## config.mk

```make
export PLATFORM = sky130hd
export DESIGN_NAME = led_pwm_blink
export DESIGN_NICKNAME = d
export VERILOG_FILES = /design/src/rtl/test_status_led_pkg.sv /design/src/rtl/led_pwm_blink.sv
export SDC_FILE = /design/constraint.sdc
export NUM_CORES = 1
export LEC_CHECK = 0
export ABC_CLOCK_PERIOD_IN_PS = 3500
export BUFFER_PORTS_ARGS = -buffer_cell sky130_fd_sc_hd__buf_2
export CAP_MARGIN = 15
export CORE_UTILIZATION = 45
export DETAILED_ROUTE_END_ITERATION = 10
export PLACE_DENSITY_LB_ADDON = 0.1
export SKIP_CTS_REPAIR_TIMING = 1
export SYNTH_ARGS = -nofsm -noshare
export SYNTH_HDL_FRONTEND = slang
export SYNTH_SLANG_ARGS = --single-unit
```

## constraint.sdc

```tcl
create_clock -name i_clk -period 3.5 [get_ports i_clk]
set_input_delay 0.525 -clock i_clk [delete_from_list [all_inputs] [get_ports i_clk]]
set_output_delay 0.525 -clock i_clk [all_outputs]
set_load 0.03 [all_outputs]
```

## src/rtl/test_status_led_pkg.sv

```systemverilog
// Shared definitions for the test status LED indicator: state encodings and timing helpers.
package test_status_led_pkg;

  // State encodings; fixture-level benches probe state_q with these values.
  localparam logic [1:0] ST_IDLE = 2'd0;
  localparam logic [1:0] ST_RUN  = 2'd1;
  localparam logic [1:0] ST_PASS = 2'd2;
  localparam logic [1:0] ST_FAIL = 2'd3;

  // Cycles per blink half-period, floored and never below one.
  function automatic int unsigned blink_half(input int unsigned clk_freq,
                                             input int unsigned blink_hz);
    int unsigned half;
    if (blink_hz == 0) begin
      half = clk_freq;
    end else begin
      half = clk_freq / (2 * blink_hz);
    end
    if (half == 0) begin
      half = 1;
    end
    return half;
  endfunction

endpackage

```

## src/rtl/led_pwm_blink.sv

```systemverilog
// Blink phase generator and free-running PWM dimmer for the status LED.
module led_pwm_blink
  import test_status_led_pkg::*;
#(
  parameter int unsigned CLK_FREQ   = 48_000_000,
  parameter int unsigned BLINK_HZ   = 2,
  parameter int unsigned PWM_BITS   = 8,
  parameter int unsigned BRIGHTNESS = 32
) (
  input  logic i_clk,
  input  logic i_rst,
  input  logic i_restart,
  output logic o_dim,
  output logic o_blink
);

  localparam int unsigned Half = blink_half(CLK_FREQ, BLINK_HZ);
  localparam int unsigned CntW = (Half > 1) ? $clog2(Half) : 1;
  localparam logic [CntW-1:0] CntMax = CntW'(Half - 1);

  logic [CntW-1:0]     blink_cnt_q, blink_cnt_d;
  logic                blink_ph_q, blink_ph_d;
  logic [PWM_BITS-1:0] pwm_cnt_q, pwm_cnt_d;

  // Blink counter restarts "on" whenever the owner changes state, otherwise wraps and toggles.
  always_comb begin
    blink_cnt_d = blink_cnt_q;
    blink_ph_d  = blink_ph_q;
    if (i_restart) begin
      blink_cnt_d = '0;
      blink_ph_d  = 1'b1;
    end else if (blink_cnt_q == CntMax) begin
      blink_cnt_d = '0;
      blink_ph_d  = ~blink_ph_q;
    end else begin
      blink_cnt_d = blink_cnt_q + CntW'(1);
    end
    pwm_cnt_d = pwm_cnt_q + PWM_BITS'(1);
  end

  // Counter state; blink phase comes out of reset "on".
  always_ff @(posedge i_clk or posedge i_rst) begin
    if (i_rst) begin
      blink_cnt_q <= '0;
      blink_ph_q  <= 1'b1;
      pwm_cnt_q   <= '0;
    end else begin
      blink_cnt_q <= blink_cnt_d;
      blink_ph_q  <= blink_ph_d;
      pwm_cnt_q   <= pwm_cnt_d;
    end
  end

  // BRIGHTNESS of zero keeps the LED dark permanently.
  assign o_dim   = (32'(pwm_cnt_q) < BRIGHTNESS);
  assign o_blink = blink_ph_q;

endmodule

```

Word level (Yosys, flattened, before mapping)
Cells that the tools add are included.

Word-level logic and storage cells: 13. Register bits: 33.

Order comparisons: 1. Eq/ne operators: 1. Add/sub/neg operators: 2. Bitwise logic cells: 1. Mux-type cells: 4. Reductions and logical operators: 1.

Operators with widths (number): $mux W24 (2); $add A24 B1 Y24 const B (1); $eq A24 B24 Y1 const B (1); $add A8 B1 Y8 const B (1); $lt A8 B6 Y1 const B (1); $mux W1 (2); $reduce_bool A2 Y1 (1); $not A1 Y1 (1).

Logic depth before layout (Yosys ltp)
Depth in word-level cells: 3. Gate-level depth with buffers: 6. Mapped depth without buffers: 4.

Least setup slack after synthesis
Ideal clock, no wire load.

Path type: register -> register. Start: reg blink_cnt_q[2]. End: reg blink_cnt_q[17]. Cell stages (with the launch flop): 6. Data arrival time: 1.662 ns. Buffers on the path: 1. Path slack: 1.765 ns. Clock period less this slack: 1.735 ns. Cell sequence: dfrtp_1 nand4_1 or4_1 buf_2 or3_1 a21oi_2.

Word-level cells in the longest chain between the ends: 3. Elaborated cells on any way between the ends: 4. Those cells by class: add/sub (1); eq/ne (1); mux (2).

Ends and longest elaborated chain: from (decl) (line led_pwm_blink.sv:21) `logic [CntW-1:0] blink_cnt_q, blink_cnt_d;`; from (signal assigned) (line led_pwm_blink.sv:48) `blink_cnt_q <= blink_cnt_d;`; $add A24 B1 Y24 / $eq A24 B24 Y1 (equally long branches) (line led_pwm_blink.sv:36, led_pwm_blink.sv:32); $mux W24 * (line led_pwm_blink.sv:32) `end else if (blink_cnt_q == CntMax) begin`; $mux W24 * (line led_pwm_blink.sv:29) `if (i_restart) begin`; via blink_cnt_d[17] (line led_pwm_blink.sv:21).

The timed path passes the listed nets; every way through them passes the cells marked *. A chain may end at the register's enable or synchronous reset.

Worst setup path after layout
Start: reg blink_cnt_q[9]. End: reg blink_cnt_q[17].

Same word-level chain as after synthesis.

==> run summary <==
The final layout net count is 170. Walking the worst path, the cells encountered are nand4_1 > or4_1 > or3_1 > a21oi_2. The number of violations of the max-capacitance limit is 0. The achievable clock frequency is 538.0 MHz.

The number of standard cells in the layout, taps in and fillers out is 212. The number of unique standard cell types used by synthesis came out at 29. Counting tap cells, the placed design contains a total of 204 instances.

The initial antenna violation count came out at 0. STA classifies the critical path endpoint as a flip-flop. For this design, the slowest cell found on the critical path is sky130_fd_sc_hd__or4_1. The worst clock skew came out at 0.01232 ns. The number of CTS-inserted buffers came out at 5. For this run, the total global-route usage over all layers was measured as 0.1786.

The iteration count of the initial detailed-routing pass is 4. The share of Yosys cell area claimed by the top area cell type came out at 0.5047. Dividing the detail-routed via count by the number of cells gives 5.613.

The proportion of layout cells with a drive suffix above 1 is 0.1145. The number of diodes is 0. The number of synthesized flops with an enable pin came out at 0.

For this run, the leading register cell type out of synthesis is sky130_fd_sc_hd__dfrtp_1. The synthesized net count is 162. The endpoint arrival time on the critical path came out at 2.13 ns. The number of global-route vias before repair came out at 1,052. The number of fill cells in the layout is 325. The top fanout value on the critical path is 7.

The total die area came out at 0.003767 mm2. The synthesized design spends more area on one cell type than any other, namely sky130_fd_sc_hd__dfrtp_1. The via count is 1,190.

The clock transition time at the flip-flop clock pins of the worst setup and hold paths came out at 0.10 ns. The storage element area is 827.0 um2. Internal power comes to 0.5058 mW. In this design, the largest share of critical-path delay is due to simple AND/OR/NAND/NOR gates. The routed wire length per instance is 13.71 um. The run finished with clean final reports. The standard-cell row count is 21. The power density normalized to cell area came out at 378.0 mW/mm2.

At the pin with the least slew margin, the transition time is 0.4126 ns. The final hold slack is 0.2612 ns. Of the total power, the clock network draws 0.373. Setup violations remaining at the end of the flow were counted as 0. The post-synthesis sequential area ratio is 0.5213. The total buffers and inverters traversed by the critical path is 0.

The height of the die came out at 61.38 um. The remaining global-route overflow is 0. The post-detailed-routing wire length is 2.907 mm. Counting along the longest clock path gives a buffer depth of 2. The final max-slew violation count is 0.

Leaving out fill and tap cells, the most frequent cell in the layout is sky130_fd_sc_hd__dfrtp_1. The sequential share of power is 0.595. The final weighted congestion of routability-driven global placement is 0.7882. The tree is rooted in a sky130_fd_sc_hd__clkbuf_4. The setup path with the least slack is of type reg2reg. The Yosys warning count is 0.

Setup repair after global routing left no endpoint under its margin. In this run the number of H-tree levels came out at 2. The final clock period utilization by the worst path is 0.5311. The count of endpoints failing hold in the final timing report was 0. The count of buffers added on input and output ports is 4. Dividing the synthesized area by the synthesized cell count gives 10.11 um2.

The minimum clock period came out at 1.859 ns. The area growth from synthesis to layout came out at 8.754%. The post-synthesis instance area came out at 0.001587 mm2.

The worst setup path is launched from a flip-flop. The remaining antenna violation count is 0. The number of clock sinks seen by CTS came out at 33. The total design power came out at 0.6522 mW. Pin placement for this block handled 5 I/O pins. The relative slew slack is 0.7249. Of all flip-flops after synthesis, the portion carrying an async set or reset was 1.000.

The top cell types in the final layout, fill and taps aside, are 32 x sky130_fd_sc_hd__dfrtp_1, 15 x sky130_fd_sc_hd__nor2_1, 12 x sky130_fd_sc_hd__nand4_1, 11 x sky130_fd_sc_hd__xor2_1. The required arrival time at the worst endpoint came out at 3.77 ns. The clock latency of the later-clocked register in the worst-skew pair came out at 0.33 ns. The wire length of the first global-routing pass is 4.885 mm. The core outline area is 0.003363 mm2.

Of the total power, the share spent switching nets is 0.2245. The final standard cell utilization of the core is 0.5130. The worst hold path class is in2async. The count of mapped cells out of synthesis is 157.

After detailed routing, the number of remaining DRC violations is 0. After the first detailed-routing iteration, the DRC count stood at 75. The chip width is 61.38 um. Summed over all failing endpoints, the final setup total negative slack is 0 ns. In this run the static leakage power is 0.7117 nW. The power dissipated by switching net loads came out at 0.1464 mW. The worst supply voltage drop on vdd is 0.0002186 V. The count of state elements after synthesis is 33. The TritonCTS clock tree is done. The combinational group share of total power is 0.032. The sum of net half-perimeters after detailed placement came out at 1.956 mm. On the worst path, the slowest cell contributes a delay of 0.64 ns. Entering global routing, the biggest net connects 34 pins. By area the synthesized netlist is led by sky130_fd_sc_hd__dfrtp_1 50%, sky130_fd_sc_hd__xor2_1 6.1%, sky130_fd_sc_hd__nand4_1 4.7%.

The footprint of the multi-input gates came out at 720.7 um2. The starting utilization of the core area came out at 0.4717.
-- area by class of cell --
cell class,instances,share of cell area
sequential,33,0.4793
multi-input combinational,115,0.4177
clock buffer,7,0.03771
tap,46,0.03336
timing repair buffer,6,0.02030
inverter,4,0.008702
clock inverter,1,0.002901
-- path summary, 6_finish.rpt --
kind                            cells past startpoint  slack, ns         endpoint           start
worst max-delay path                                4       1.64  blink_cnt_q[17]  blink_cnt_q[9]
worst min-delay path                                3       0.26  blink_cnt_q[16]           i_rst
worst max register to register                      4       1.64  blink_cnt_q[17]  blink_cnt_q[9]
worst min register to register                      1       0.47     pwm_cnt_q[0]    pwm_cnt_q[0]
max in group asynchronous                           3       2.91          o_blink           i_rst
min in group i_clk                                  2       0.35   blink_cnt_q[6]       i_restart
-- power by group through the flow --
stage	clock, mW	sequential (mW)	combinational, mW
floorplan	0	0.394	0.0152
global placement	0	0.395	0.0216
global route	0.263	0.389	0.0249
detailed placement	0	0.396	0.0220
finish	0.243	0.388	0.0211
CTS	0.249	0.388	0.0220
-- Yosys cell counts (7+ instances only) --
cell,instances
sky130_fd_sc_hd__nand3_1,8
sky130_fd_sc_hd__nor2_1,15
sky130_fd_sc_hd__xor2_1,11
sky130_fd_sc_hd__xnor2_1,7
sky130_fd_sc_hd__a21oi_1,9
sky130_fd_sc_hd__or3_1,7
sky130_fd_sc_hd__dfrtp_1,32
sky130_fd_sc_hd__nand2_1,9
sky130_fd_sc_hd__o21ai_0,8
sky130_fd_sc_hd__nand4_1,12
-- through the flow --
| stage | instance area [um2] | setup WS, ns |
|---|---|---|
| floorplan | 1587 | 1.765 |
| detailed placement | 1655 | 1.671 |
| finish | 1725 | 1.641 |
| CTS | 1725 | 1.641 |
| global placement | 1655 | 1.710 |
| global route | 1725 | 1.471 |
-- kinds of logic (layout without fill, tap and decap cells) --
kind of cell    after synthesis  in the layout  synth area share
fa+ha+maj                     2              2           0.01577
xor+xnor                     18             18           0.09937
flops                        33             33            0.5213
buf+inv                       9             18           0.02444
compound gates               22             22           0.07808
simple gates                 73             73            0.2610
-- worst register-to-register path, cell delays in order (launching register included) --
cell,delay (ns)
sky130_fd_sc_hd__dfrtp_1,0.46
sky130_fd_sc_hd__nand4_1,0.15
sky130_fd_sc_hd__or4_1,0.64
sky130_fd_sc_hd__or3_1,0.41
sky130_fd_sc_hd__a21oi_2,0.13
-- metal layers --
layer  part of all wire  global-route usage  vias up
met3              0.041             0.04202        4
met1               0.50              0.2689      575
met4              0.011             0.08254        0
met2               0.45              0.2422       24
met5                  0                   0        -
li1                   -                   -      587
-- registers in the layout (all words and copies together), names as in the netlist --
| register | cells |
|---|---|
| blink_cnt_q | 24 |
| o_blink | 1 |
| pwm_cnt_q | 8 |
No activity file was read; power rests on OpenSTA's default activity.
